===== config.mk =====
export PLATFORM = sky130hd
export DESIGN_NAME = adding_datapath_flat
export DESIGN_NICKNAME = d
export VERILOG_FILES = /design/src/rtl/adding_datapath_if.sv /design/src/rtl/adding_datapath.sv /design/src/flat_wrapper.sv
export SDC_FILE = /design/constraint.sdc
export NUM_CORES = 1
export LEC_CHECK = 0
export BUFFER_PORTS_ARGS = -buffer_cell sky130_fd_sc_hd__buf_2
export CORE_MARGIN = 5
export CORE_UTILIZATION = 40
export CTS_BUF_LIST = sky130_fd_sc_hd__clkbuf_8
export CTS_CLUSTER_DIAMETER = 150
export CTS_CLUSTER_SIZE = 30
export DETAILED_ROUTE_END_ITERATION = 8
export HOLD_SLACK_MARGIN = 0.06
export PLACE_DENSITY = 0.75
export SETUP_SLACK_MARGIN = 0.4
export SLEW_MARGIN = 20
export SYNTH_ARGS = -nofsm -noshare
export SYNTH_HDL_FRONTEND = slang
export SYNTH_SLANG_ARGS = --single-unit

===== constraint.sdc =====
create_clock -name clk -period 1.8 [get_ports clk]
set_input_delay 0.09 -clock clk [delete_from_list [all_inputs] [get_ports clk]]
set_output_delay 0.09 -clock clk [all_outputs]
set_load 0.005 [all_outputs]

===== src/rtl/adding_datapath_if.sv =====
// Sequencer <-> adding datapath bus: control strobes,
// memory port and status returned to the sequencer.
interface adding_datapath_if;
  logic        rd_mem;
  logic        wr_mem;
  logic        ir_on_adr;
  logic        pc_on_adr;
  logic        ld_ir;
  logic        ld_ac;
  logic        ld_pc;
  logic        inc_pc;
  logic        clr_pc;
  logic        pass_add;
  logic [7:0]  mem_rdata;
  logic [5:0]  mem_addr;
  logic [7:0]  mem_wdata;
  logic        mem_re;
  logic        mem_we;
  logic [1:0]  op_code;
  logic [7:0]  ac_out;
  logic        carry;
  logic        zero;
  logic [15:0] instr_cnt;

  modport master (
    output rd_mem, wr_mem, ir_on_adr, pc_on_adr,
    output ld_ir, ld_ac, ld_pc, inc_pc, clr_pc,
    output pass_add, mem_rdata,
    input  mem_addr, mem_wdata, mem_re, mem_we,
    input  op_code, ac_out, carry, zero, instr_cnt
  );

  modport slave (
    input  rd_mem, wr_mem, ir_on_adr, pc_on_adr,
    input  ld_ir, ld_ac, ld_pc, inc_pc, clr_pc,
    input  pass_add, mem_rdata,
    output mem_addr, mem_wdata, mem_re, mem_we,
    output op_code, ac_out, carry, zero, instr_cnt
  );
endinterface


===== src/rtl/adding_datapath.sv =====
// Accumulator datapath: PC/IR/AC/carry registers, address
// mux and saturating instruction-fetch counter.
module adding_datapath (
  input logic               clk,
  input logic               reset,
  adding_datapath_if.slave  bus
);

  logic [5:0]  pc_q,  pc_d;
  logic [7:0]  ir_q,  ir_d;
  logic [7:0]  ac_q,  ac_d;
  logic        cy_q,  cy_d;
  logic [15:0] cnt_q, cnt_d;
  logic [8:0]  sum;

  assign sum = {1'b0, ac_q} + {3'b000, ir_q[5:0]};

  always_comb begin
    if (bus.pc_on_adr)
      bus.mem_addr = pc_q;
    else if (bus.ir_on_adr)
      bus.mem_addr = ir_q[5:0];
    else
      bus.mem_addr = 6'd0;
  end

  assign bus.mem_wdata = ac_q;
  assign bus.mem_re    = bus.rd_mem;
  assign bus.mem_we    = bus.wr_mem;
  assign bus.op_code   = ir_q[7:6];
  assign bus.ac_out    = ac_q;
  assign bus.carry     = cy_q;
  assign bus.zero      = (ac_q == 8'h00);
  assign bus.instr_cnt = cnt_q;

  always_comb begin
    pc_d  = pc_q;
    ir_d  = ir_q;
    ac_d  = ac_q;
    cy_d  = cy_q;
    cnt_d = cnt_q;
    if (bus.ld_ir)
      ir_d = bus.mem_rdata;
    if (bus.clr_pc)
      pc_d = 6'd0;
    else if (bus.ld_pc)
      pc_d = ir_q[5:0];
    else if (bus.inc_pc)
      pc_d = pc_q + 6'd1;
    // a store must not disturb the value being written
    if (bus.ld_ac && !bus.wr_mem) begin
      if (bus.pass_add)
        {cy_d, ac_d} = sum;
      else
        ac_d = bus.mem_rdata;
    end
    if (bus.ld_ir && (cnt_q != 16'hFFFF))
      cnt_d = cnt_q + 16'd1;
  end

  always_ff @(posedge clk) begin
    if (reset) begin
      pc_q  <= 6'd0;
      ir_q  <= 8'h00;
      ac_q  <= 8'h00;
      cy_q  <= 1'b0;
      cnt_q <= 16'd0;
    end else begin
      pc_q  <= pc_d;
      ir_q  <= ir_d;
      ac_q  <= ac_d;
      cy_q  <= cy_d;
      cnt_q <= cnt_d;
    end
  end

endmodule


===== src/flat_wrapper.sv =====
// flat-port wrapper written by rule: the top's interface ports become plain ports
module adding_datapath_flat 
  (clk, reset, bus_rd_mem, bus_wr_mem, bus_ir_on_adr, bus_pc_on_adr, bus_ld_ir, bus_ld_ac, bus_ld_pc, bus_inc_pc, bus_clr_pc, bus_pass_add, bus_mem_rdata, bus_mem_addr, bus_mem_wdata, bus_mem_re, bus_mem_we, bus_op_code, bus_ac_out, bus_carry, bus_zero, bus_instr_cnt);
  adding_datapath_if bus_i ();
  input logic clk;
  input logic reset;
  input wire logic [$bits(bus_i.rd_mem)-1:0] bus_rd_mem;
  input wire logic [$bits(bus_i.wr_mem)-1:0] bus_wr_mem;
  input wire logic [$bits(bus_i.ir_on_adr)-1:0] bus_ir_on_adr;
  input wire logic [$bits(bus_i.pc_on_adr)-1:0] bus_pc_on_adr;
  input wire logic [$bits(bus_i.ld_ir)-1:0] bus_ld_ir;
  input wire logic [$bits(bus_i.ld_ac)-1:0] bus_ld_ac;
  input wire logic [$bits(bus_i.ld_pc)-1:0] bus_ld_pc;
  input wire logic [$bits(bus_i.inc_pc)-1:0] bus_inc_pc;
  input wire logic [$bits(bus_i.clr_pc)-1:0] bus_clr_pc;
  input wire logic [$bits(bus_i.pass_add)-1:0] bus_pass_add;
  input wire logic [$bits(bus_i.mem_rdata)-1:0] bus_mem_rdata;
  output wire logic [$bits(bus_i.mem_addr)-1:0] bus_mem_addr;
  output wire logic [$bits(bus_i.mem_wdata)-1:0] bus_mem_wdata;
  output wire logic [$bits(bus_i.mem_re)-1:0] bus_mem_re;
  output wire logic [$bits(bus_i.mem_we)-1:0] bus_mem_we;
  output wire logic [$bits(bus_i.op_code)-1:0] bus_op_code;
  output wire logic [$bits(bus_i.ac_out)-1:0] bus_ac_out;
  output wire logic [$bits(bus_i.carry)-1:0] bus_carry;
  output wire logic [$bits(bus_i.zero)-1:0] bus_zero;
  output wire logic [$bits(bus_i.instr_cnt)-1:0] bus_instr_cnt;
  assign bus_i.rd_mem = bus_rd_mem;
  assign bus_i.wr_mem = bus_wr_mem;
  assign bus_i.ir_on_adr = bus_ir_on_adr;
  assign bus_i.pc_on_adr = bus_pc_on_adr;
  assign bus_i.ld_ir = bus_ld_ir;
  assign bus_i.ld_ac = bus_ld_ac;
  assign bus_i.ld_pc = bus_ld_pc;
  assign bus_i.inc_pc = bus_inc_pc;
  assign bus_i.clr_pc = bus_clr_pc;
  assign bus_i.pass_add = bus_pass_add;
  assign bus_i.mem_rdata = bus_mem_rdata;
  assign bus_mem_addr = bus_i.mem_addr;
  assign bus_mem_wdata = bus_i.mem_wdata;
  assign bus_mem_re = bus_i.mem_re;
  assign bus_mem_we = bus_i.mem_we;
  assign bus_op_code = bus_i.op_code;
  assign bus_ac_out = bus_i.ac_out;
  assign bus_carry = bus_i.carry;
  assign bus_zero = bus_i.zero;
  assign bus_instr_cnt = bus_i.instr_cnt;
  adding_datapath u_core (.clk(clk), .reset(reset), .bus(bus_i));
endmodule

==> metrics.txt <==
status=complete, no violations; clock root buffer=clkbuf_8; metal1 wirelength=2890 µm; capture point of the worst path=u_core.bus.ac_out[4]$_SDFFE_PP0P_; Peak Freq=0.599 GHz; FF-to-FF End=u_core.bus.ac_out[4]$_SDFFE_PP0P_; Max Root-Sink Buffers=2; highest routed layer=met4; Synth Warn #=0; vias in the first global route=2417; HPWL after detailed placement=4500 µm; IO Count=64; number of synthesized flops with an enable pin=0; cells after synthesis=292; pins over their slew limit=0; largest net degree at the start of global routing=45; worst r2r src=u_core.ir_q[0]$_SDFFE_PP0P_; Routability Congestion=0.846; via count=2506; register area share after synthesis=33.1%; Synth area leaders=dfxtp_1, nand2_1, mux2i_1, a21oi_1, nor2_1; overall die height=86.9 µm; cell area after layout=0.00340 mm²; CP arrival=1.86 ns; critical setup path kind=register to register; unrepaired setup endpoints after global routing=true; area grow syn2layout=43.9%; first-pass GRT wire length=11100 µm; PD cells=559 mW/mm²; worst-skew pair later-pin latency=0.29 ns; Tightest Hold Check Type=input port to register; Cells after DPL=411; Tightest Pin Transition=0.835 ns; Most used DFF post-synth=dfxtp_1; Core Area=0.00582 mm²; port bufs=61; final critical-path required period=1.67 ns; drt drc=0; Synth Area per Inst=8.09 µm²; number of max-cap violations=0; Distinct cells, synth=48; Syn Std Cell Area=0.00236 mm²; starting density of the core=40.6%; period utilization=92.8%; Synthesized Nets=321; layout cells sized above 1=46.8%; Setup crit end kind=register; chip width=86.9 µm; FFs w/ async S/R, synth=0%; top-area cell type share of the netlist area=33.1%; highest net fanout along the worst path=3; critical path startpoint=u_core.ir_q[0]$_SDFFE_PP0P_; die area=0.00754 mm²; final wirelength=6960 µm; Critical Path RT=1.99 ns; Fin Clk Skew=0.00615 ns; Final Power=0.00190 W; Layout Nets=402; Sink Count=39; Total Neg Setup Slack=0 ns; met2 wire length=3520 µm; placed inst area=0.00282 mm²; Max VDD drop=0.518 mV; total gr overflow=0; std cell rows=28; final setup violation count=0; DRT antenna net count=0; Core Util, Final=58.4%; Hold Crit Depth=3; met3 wire len=453 µm; WL/cell=15.5 µm; gr usage total=18.0%; worst reg-to-reg path cell count=6; drt via density=5.58; CTS tree=done; Non-Filler Instances=449; first drt pass iteration count=4; Antenna Diode Count=0; Pleak=1.47 nW; Worst Setup Start Kind=register; Detailed Route Iter0 Violations=84; worst slew margin relative to its limit=44.4%; Reg clk slew, reported paths=0.07 ns; R2R Setup Slk=0.13 ns; Synth Register Bits=39; H-tree depth=2; hold violation count in the final report=0; Num CTS Buffers=5; Synth area leader=dfxtp_1; initial antenna violation count=0
[synthesized netlist by cell type, types with 2 or more instances]
| library cell | instances |
|---|---|
| a211oi_1 | 8 |
| a21o_1 | 3 |
| a21oi_1 | 23 |
| a311oi_1 | 2 |
| a31oi_1 | 2 |
| and3_1 | 3 |
| and4_1 | 3 |
| buf_1 | 2 |
| buf_4 | 13 |
| clkbuf_1 | 8 |
| dfxtp_1 | 39 |
| ha_1 | 8 |
| inv_1 | 7 |
| mux2_2 | 9 |
| mux2i_1 | 13 |
| nand2_1 | 36 |
| nand2b_1 | 4 |
| nand3_1 | 6 |
| nand3b_1 | 2 |
| nand4_1 | 7 |
| nor2_1 | 28 |
| nor2b_1 | 9 |
| nor3_1 | 7 |
| nor4_1 | 3 |
| o211ai_1 | 2 |
| o21ai_0 | 11 |
| o21bai_1 | 2 |
| o31ai_1 | 3 |
| or3_1 | 3 |
| or4_1 | 5 |
| xnor2_1 | 4 |
[cells in the final DEF (no fill, tap or decap), types with 4 or more instances in the layout]
master         count
a21oi_1           15
o21ai_0           10
dfxtp_1           18
clkbuf_8           7
nor3_1             5
buf_4             29
nand2b_1           4
inv_1              6
nor2_1            27
dfxtp_2            8
dlygate4sd3_1      4
a21oi_2            5
ha_4               6
buf_2             61
or4_1              5
buf_6              4
mux2i_1           13
nand2_1           33
mux2_2             7
nand3_1            4
dfxtp_4           13
nand4_1            7
nor2b_1            9
a211oi_2           5
[state kept, by name (all words and copies together) (netlist names)]
signal,cells
u_core.bus.instr_cnt,16
u_core.bus.carry,1
u_core.ir_q,8
u_core.bus.ac_out,8
u_core.pc_q,6
[metrics by stage]
stage / hold slack, ns / setup WS [ns]
2_1_floorplan: 0.233 / 0.239
3_3_place_gp: 0.180 / 0.170
3_5_place_dp: 0.180 / 0.0998
4_1_cts: 0.0611 / 0.153
5_1_grt: 0.0774 / 0.0627
6_report: 0.0723 / 0.130
[worst min path at each step]
stage	from	to
2_1_floorplan	bus_ld_pc	u_core.pc_q[1]$_SDFFE_PP0P_
3_3_place_gp	bus_rd_mem	bus_mem_re
3_5_place_dp	bus_rd_mem	bus_mem_re
4_1_cts	bus_mem_rdata[6]	u_core.ir_q[6]$_SDFFE_PP0P_
5_1_grt	bus_mem_rdata[6]	u_core.ir_q[6]$_SDFFE_PP0P_
6_report	bus_mem_rdata[6]	u_core.ir_q[6]$_SDFFE_PP0P_
[where the power goes]
| part | total (W) | internal (W) | switching, W |
|---|---|---|---|
| registers | 0.000923 | 0.000881 | 0.0000426 |
| clock network | 0.000646 | 0.000344 | 0.000302 |
| logic | 0.000329 | 0.000163 | 0.000166 |
| total | 0.00190 | 0.00139 | 0.000511 |
[critical path, stage by stage, from the launching register on]
cell and delay, ns:
dfxtp_4 0.36, ha_4 0.16, fa_2 0.36, a21oi_4 0.15, o21bai_1 0.08, mux2_2 0.28
a211oi_2 0.18
[repair_timing]
action	4_1_cts	5_1_grt
endpoints found under the hold margin	4	0
buffers inserted	21	5
resized for setup	29	28
pin swaps	21	16
hold buffers	4	0
setup endpoints to repair	24	26
[cell families after synthesis]
logic type | after synthesis | share of synthesized area (%)
flip-flops | 39 | 33.1
multiplexers | 22 | 9.80
adder cells (fa/ha/maj) | 9 | 5.08
AND/OR/NAND/NOR | 123 | 26.6
XOR/XNOR | 5 | 1.85
buffers and inverters | 32 | 7.26
AO/OA/AOI/OAI | 62 | 16.3
[per-layer routing]
layer,track usage (%),vias up
li1,-,1201
met1,21.6,1209
met2,31.2,81
met3,4.16,15
met4,6.66,0
met5,0,-
[area by class of cell]
type | instances | area, µm²
Clock buffer | 7 | 96.3
Clock inverter | 1 | 3.75
Fill cell | 506 | 2420
Inverter | 7 | 26.3
Multi-Input combinational cell | 221 | 1710
Sequential cell | 39 | 840
Tap cell | 75 | 93.8
Timing Repair Buffer | 99 | 628
No activity file was read; power rests on OpenSTA's default activity.
